File: src/rtl/program_launcher.sv
// Arbitrated program launcher: turns level request lines into one launch at a time.
// Each launch holds program_selector for a copy window, then waits for done or a timeout.
module program_launcher #(
  parameter int NUM_PROGS   = 5,
  parameter int HOLD_CYCLES = 4,
  parameter int TIMEOUT     = 4096,
  parameter int SEL_W       = 32
) (
  input  logic                 clock,
  input  logic                 reset,
  input  logic [NUM_PROGS-1:0] req,
  input  logic                 done,
  output logic [SEL_W-1:0]     program_selector,
  output logic [NUM_PROGS-1:0] grant,
  output logic                 launch,
  output logic                 busy,
  output logic                 timed_out
);

  localparam int CNT_MAX = (HOLD_CYCLES > TIMEOUT) ? HOLD_CYCLES : TIMEOUT;
  localparam int CNT_W   = $clog2(CNT_MAX) + 1;
  localparam logic [CNT_W-1:0] HOLD_LAST = CNT_W'(HOLD_CYCLES - 1);
  localparam logic [CNT_W-1:0] RUN_LAST  = CNT_W'(TIMEOUT - 1);

  typedef enum logic [1:0] {IDLE, HOLD, RUN} state_e;

  state_e               state_q, state_d;
  logic [NUM_PROGS-1:0] req_q;
  logic [NUM_PROGS-1:0] pend_q, pend_d;
  logic [CNT_W-1:0]     cnt_q, cnt_d;
  logic [SEL_W-1:0]     sel_q, sel_d;
  logic [NUM_PROGS-1:0] grant_q, grant_d;
  logic                 launch_q, launch_d;
  logic                 busy_q, busy_d;
  logic                 to_q, to_d;

  logic [NUM_PROGS-1:0] rise, cand, win_oh;
  logic [SEL_W-1:0]     win_sel;
  logic                 win_found;

  assign rise = req & ~req_q;
  assign cand = pend_q | rise;

  // Fixed priority: scanning downward lets the lowest set index overwrite the others.
  always_comb begin
    win_found = 1'b0;
    win_oh    = '0;
    win_sel   = '0;
    for (int i = NUM_PROGS - 1; i >= 0; i--) begin
      if (cand[i]) begin
        win_found = 1'b1;
        win_oh    = NUM_PROGS'(1) << i;
        win_sel   = SEL_W'(i + 1);
      end
    end
  end

  // NOTE: every next-state signal gets its hold value first, so no path through the case infers a latch.
  always_comb begin
    state_d  = state_q;
    pend_d   = cand;
    cnt_d    = cnt_q;
    sel_d    = sel_q;
    grant_d  = grant_q;
    launch_d = 1'b0;
    busy_d   = busy_q;
    to_d     = to_q;
    case (state_q)
      IDLE: begin
        if (win_found) begin
          state_d  = HOLD;
          pend_d   = cand & ~win_oh;
          sel_d    = win_sel;
          grant_d  = win_oh;
          launch_d = 1'b1;
          busy_d   = 1'b1;
          cnt_d    = HOLD_LAST;
          to_d     = 1'b0;
        end
      end
      HOLD: begin
        if (cnt_q == '0) begin
          state_d = RUN;
          sel_d   = '0;
          cnt_d   = '0;
        end else begin
          cnt_d = cnt_q - 1'b1;
        end
      end
      RUN: begin
        if (done || cnt_q == RUN_LAST) begin
          state_d = IDLE;
          grant_d = '0;
          busy_d  = 1'b0;
          cnt_d   = '0;
          to_d    = ~done;
        end else begin
          cnt_d = cnt_q + 1'b1;
        end
      end
      default: state_d = IDLE;
    endcase
  end

  always_ff @(posedge clock) begin
    // NOTE: req_q samples even during reset so a button held through reset never looks like a new press.
    req_q <= req;
    if (reset) begin
      state_q  <= IDLE;
      pend_q   <= '0;
      cnt_q    <= '0;
      sel_q    <= '0;
      grant_q  <= '0;
      launch_q <= 1'b0;
      busy_q   <= 1'b0;
      to_q     <= 1'b0;
    end else begin
      state_q  <= state_d;
      pend_q   <= pend_d;
      cnt_q    <= cnt_d;
      sel_q    <= sel_d;
      grant_q  <= grant_d;
      launch_q <= launch_d;
      busy_q   <= busy_d;
      to_q     <= to_d;
    end
  end

  assign program_selector = sel_q;
  assign grant            = grant_q;
  assign launch           = launch_q;
  assign busy             = busy_q;
  assign timed_out        = to_q;

endmodule

File: config.mk
export PLATFORM = sky130hd
export DESIGN_NAME = program_launcher
export DESIGN_NICKNAME = d
export VERILOG_FILES = /design/src/rtl/program_launcher.sv
export SDC_FILE = /design/constraint.sdc
export NUM_CORES = 1
export LEC_CHECK = 0
export CORE_MARGIN = 5
export CORE_UTILIZATION = 50
export DETAILED_ROUTE_END_ITERATION = 8
export HOLD_SLACK_MARGIN = 0.03
export PLACE_DENSITY_LB_ADDON = 0.08
export SLEW_MARGIN = 20
export SYNTH_ARGS = -nofsm -noshare
export SYNTH_HDL_FRONTEND = slang
export SYNTH_SLANG_ARGS = --single-unit
File: constraint.sdc
create_clock -name clock -period 2.2 [get_ports clock]
set_input_delay 0.55 -clock clock [delete_from_list [all_inputs] [get_ports clock]]
set_output_delay 0.55 -clock clock [all_outputs]
set_load 0.01 [all_outputs]
======== Word level (Yosys, flattened, before mapping) ========
Index checks and enable logic that the tools add are counted.
storage, ports and cells
  input bits .............................. 8
  bits in registers ....................... 65
operators by class
  reduce and logical (&&, ||, !) cells .... 11
  eq/ne operators ......................... 6
  add/subtract/negate cells ............... 2
  mux-type cells .......................... 38
  bitwise gates (word level) .............. 7
operators with widths
  kind                   count
  $mux 32                6
  $pmux 32 s2            1
  $mux 5                 9
  $mux 13                3
  $pmux 13 s3            1
  $add 13x1->13 const B  1
  $eq 13x12->1 const B   1
  $logic_not 13->1       1
  $sub 13x1->13 const B  1
  $and 5x5->5            2
  $mux 1                 10
  $not 5->5              2
  $pmux 5 s2             1
  $reduce_and 3->1       3
  $mux 2                 3
  $ne 2x2->1 const B     3
  $pmux 2 s3             1
  $or 5x5->5             1
  $pmux 1 s2             2
  $reduce_bool 2->1      2
  $mux 3                 1
  $reduce_bool 3->1      1
  $eq 2x1->1 const B     1
  $eq 2x2->1 const B     1
  other kinds (5)        6

======== Depth between registers and ports, before layout ========
  word-level depth ........................ 12
  gate-level depth with buffers ........... 8
  depth with buffers taken out ............ 7

======== Least setup slack after synthesis ========
Ideal clock, no wire load.
  path type ............................... input -> register
  from .................................... in req[4]
  to ...................................... reg busy_q, in the netlist busy
  path buffers ............................ 0
  cell stages on the path ................. 5
  slack ................................... 0.214 ns
  required time ........................... 2.121 ns
  arrival time ............................ 1.907 ns
  path through ............................ nor2b_4 -> or4_4 -> nor4_4 -> nor3_4 -> a211oi_2
on the way
  cells in the longest elaborated chain, start to end .. 9
RTL lines
  what                               RTL line  text
  start: declaration                 11        input logic [NUM_PROGS-1:0] req,
  $and 5x5->5                        41        assign rise = req & ~req_q;
  $or 5x5->5                         42        assign cand = pend_q | rise;
  $mux 1 (5 in a row)                50        if (cand[i]) begin
  $ne 2x2->1 (no source line)        n/a
  $reduce_and 3->1 (no source line)  n/a
  end signal: assignment             124       busy_q <= busy_d;
  end: declaration                   34        logic busy_q, busy_d;
Every way passes these cells.
A chain may end at the register's enable or synchronous reset.

======== Final worst setup path ========
  from .................................... in req[0]
  to ...................................... reg grant_q[0], in the netlist grant[0]
on the way
  cells in the longest elaborated chain, start to end .. 5
  elaborated cells on any way between the ends .. 8
  classes of those cells .................. eq/ne (1); mux (4); bitwise (2); reduce/logical (1)
RTL lines
  what                                                   RTL line  text
  $and 5x5->5 *                                          41
  $or 5x5->5 *                                           42
  $mux 5 / $mux 1 (equally long branches)                50
  $mux 5 / $ne 2x2->1 (equally long branches)            n/a
  $pmux 5 s2 / $reduce_and 3->1 (equally long branches)  n/a
  end signal: assignment                                 122       grant_q <= grant_d;
  end: declaration                                       32        logic [NUM_PROGS-1:0] grant_q, grant_d;
Every way passes the cells marked *; elsewhere a longest branch is shown, timed or not. The select of a mux whose other input is x is not followed.

==> key figures <==
Synth
  – Yosys warning count: 0
  – Post-synthesis sequential element count: 36
  – Top FF cell, synth: dfxtp_1
  – Syn Std Cell Area: around 2500 µm²
  – Post-Syn Instances: ~300
  – Synth top area share: 0.2900
  – Share of synthesized flip-flops with an asynchronous set or reset: 0
  – Sequential-to-total area share from yosys stat: 0.2900
  – Netlist cell types: 60
  – EDFF count, synth: 0
  – Synth area leader: dfxtp_1
  – Post-synthesis average cell area: 8.423 µm²
  – Most frequent cell after synthesis: dfxtp_1
  – Most frequent cells after synthesis: dfxtp_1, buf_4, nand2_1
  – Largest cells by area after synthesis: dfxtp_1, buf_4, ha_1, mux2i_1, nor4_4

GRT
  – Maximum number of pins on one net before global-route repair: 18
  – Leftover overflow at the end of global routing: 0
  – Antenna violations before repair: 0
  – Total track usage: 0.2179
  – Vias in the first global route: 2296
  – First-pass GRT wire length: 10830 µm

Pwr
  – Max rail drop VDD: a little over 0.0008 V
  – Static power due to leakage: approximately 1.2 nW
  – Power per unit of standard cell area: approximately 1100 nW/µm²

Detailed routing
  – Starting DRC count in detailed routing: about 260
  – DR WL/cell: 15.85 µm
  – Post-route ant nets: 0
  – Overall routed net length: roughly 6700 µm
  – Drt first pass iters: 4
  – Detailed-route DRC error count: 0
  – Mean number of vias per cell: 5.672
  – Via count of the routed design: 2405

Place
  – Total half-perimeter wirelength after legalization and detailed placement: 5154 µm
  – Port buffer count: 18
  – Number of cells in the design after placement: 413
  – Post-detailed-placement cell area: 2927 µm²
  – RD Place Congestion: around 0.93

Critical path
  – Worst setup path start: req[0]
  – Critical path launch point type: input pin
  – Critical Path End Type: flip-flop
  – Critical path required time: roughly 2.4 ns
  – R2R Path Start: cnt_q[2]
  – Crit-path max FO: 3
  – Arrival time at the worst endpoint: 2.35 ns
  – Type of the worst setup path: in2reg

Floorplanning
  – Starting Density: 0.5192
  – Row cnt: 25
  – Floorplan die width: slightly above 80 µm
  – Num ports: 48
  – Area enclosed by the die boundary: 6479 µm²
  – CORE AREA: ~4800 µm²
  – Die Span Y: 80.50 µm

Finish
  – Number of nets in the final layout: between 300 and 400
  – Number of filler cells placed in the layout: 430
  – Final Instance Area: around 3100 µm²
  – Count of non-filler cells in the finished layout: 424
  – Relative area change from synthesis to final layout: 23.51%
  – Fraction of layout cells with a size suffix above 1: 0.2129
  – Inserted Diodes: 0

Timing
  – Final setup skew: 0.01348 ns
  – Final setup viols: 0
  – Rel. slew slack: 0.6659
  – Max Fclk: 469.3 MHz
  – Final worst path period share: 0.9685
  – Final hold slack: 0.3926 ns
  – Final Hold Vio Count: 0
  – Tmin final: 2.131 ns
  – Max-slew violation count: 0
  – Setup repair after global routing missed its margin: no
  – Worst-margin pin slew: approximately 0.50 ns

Clocking
  – Latest clock arrival within the worst-skew pair: 0.30 ns
  – Clock sink total: 36
  – Clock tree from TritonCTS: yes
  – Clk root buf: clkbuf_8
  – Worst-path clk slew: 0.07 ns
  – Number of buffers on the longest clock path: 2
  – Number of buffers inserted during clock tree synthesis: 5
  – Count of H-tree levels built during CTS: 2

Flow run
  – Max capacitance violation total: 0

Run status
  – Outcome: finished, final reports clean

Worst hold path
  – Hold Crit Class: in2reg
  – Hold path startpoint: req[4]
-- layer usage --
layer,part of all wire,track usage,vias up
li1,-,-,1176
met1,0.47,0.2974,1100
met2,0.43,0.3237,115
met3,0.082,0.04372,14
met4,0.021,0.1064,0
met5,0,0,-
-- final cells by class --
type / instances / area [µm²] / area share
Multi-Input combinational cell: 229 / 1536 / 0.5006
Inverter: 16 / 60.06 / 0.01957
Sequential cell: 36 / 720.7 / 0.2348
Clock buffer: 6 / 72.57 / 0.02364
Clock inverter: 2 / 35.03 / 0.01141
Tap cell: 67 / 83.83 / 0.02731
Timing Repair Buffer: 68 / 560.5 / 0.1826
-- power breakdown --
part / switching (mW) / internal [mW]
clock network: 0.240 / 0.336
logic: 1.12 / 0.855
registers: 0.0889 / 0.780
total: 1.45 / 1.97
-- cells by family (layout without fill, tap and decap cells) --
kind of cell	after synthesis	in the layout	share of synthesized area
adders and majority gates	8	8	0.04028
xor gates and xnor gates	3	3	0.01058
DFF	36	36	0.2900
buffers and inverters	58	92	0.1370
AOI/OAI and AO/OA	80	80	0.2271
muxes	9	9	0.03626
other	1	29	0.001509
and+or+nand+nor	100	100	0.2573
-- state kept, by name (all words and copies together) (netlist names), 2 cells and up --
name and cells:
grant 5, state_q 2, pend_q 5, program_selector 3, cnt_q 13, req_q 5
-- worst max-delay path, cell delays in order --
cell and delay (ns):
clkdlybuf4s50_1 0.49, nand2b_1 0.11, nand4_1 0.21, nor4_4 0.08, buf_4 0.14, or4_2 0.61, a21oi_1 0.16
-- layout by cell type, fill, tap and decap left out, types with 3 or more instances in the layout --
cell type	synthesis	layout
dfxtp_1	36	36
mux2i_1	9	9
a211oi_1	4	4
nor2_1	13	13
nand4_1	12	12
nor4_4	4	4
a31oi_1	10	10
buf_4	31	50
o22ai_1	3	3
o21ai_0	15	15
conb_1	1	29
nand2_1	20	20
and2_1	3	3
xnor2_1	3	3
or4_1	8	8
nor4_1	4	4
ha_1	8	8
clkdlybuf4s50_1	0	16
clkbuf_8	0	5
a21oi_1	14	14
nand2b_1	5	5
nor2b_1	3	3
inv_1	15	15
o31ai_1	4	4
nand3_1	9	9
a311oi_1	4	4
nor3_1	5	5
-- timing repair --
action                     4_1_cts  5_1_grt
buffers inserted                 0        3
hold buffers                     0        0
resized for setup                0        3
setup endpoints to repair        0       11
-- final timing paths --
check | end | slack (ns) | depth (start not counted)
max | grant[0] | 0.07 | 7
max reg2reg | cnt_q[6] | 0.21 | 6
min reg2reg | grant[2] | 0.46 | 2
min | req_q[4] | 0.39 | 1
-- through the flow --
| stage | power, mW | setup slack [ns] | utilization | TNS (ns) |
|---|---|---|---|---|
| final | 3.420 | 0.06934 | 0.6413 | 0 |
| after global routing | 3.657 | 0.009910 | 0.6413 | 0 |
| after CTS | 3.374 | 0.02692 | 0.6340 | 0 |
| after detailed placement | 2.791 | -0.2865 | 0.6115 | -4.931 |
| after global placement | 2.778 | -0.2579 | 0.6115 | -4.165 |
| after floorplan | 2.096 | 0.2138 | - | 0 |
No activity file was read; power rests on OpenSTA's default activity.
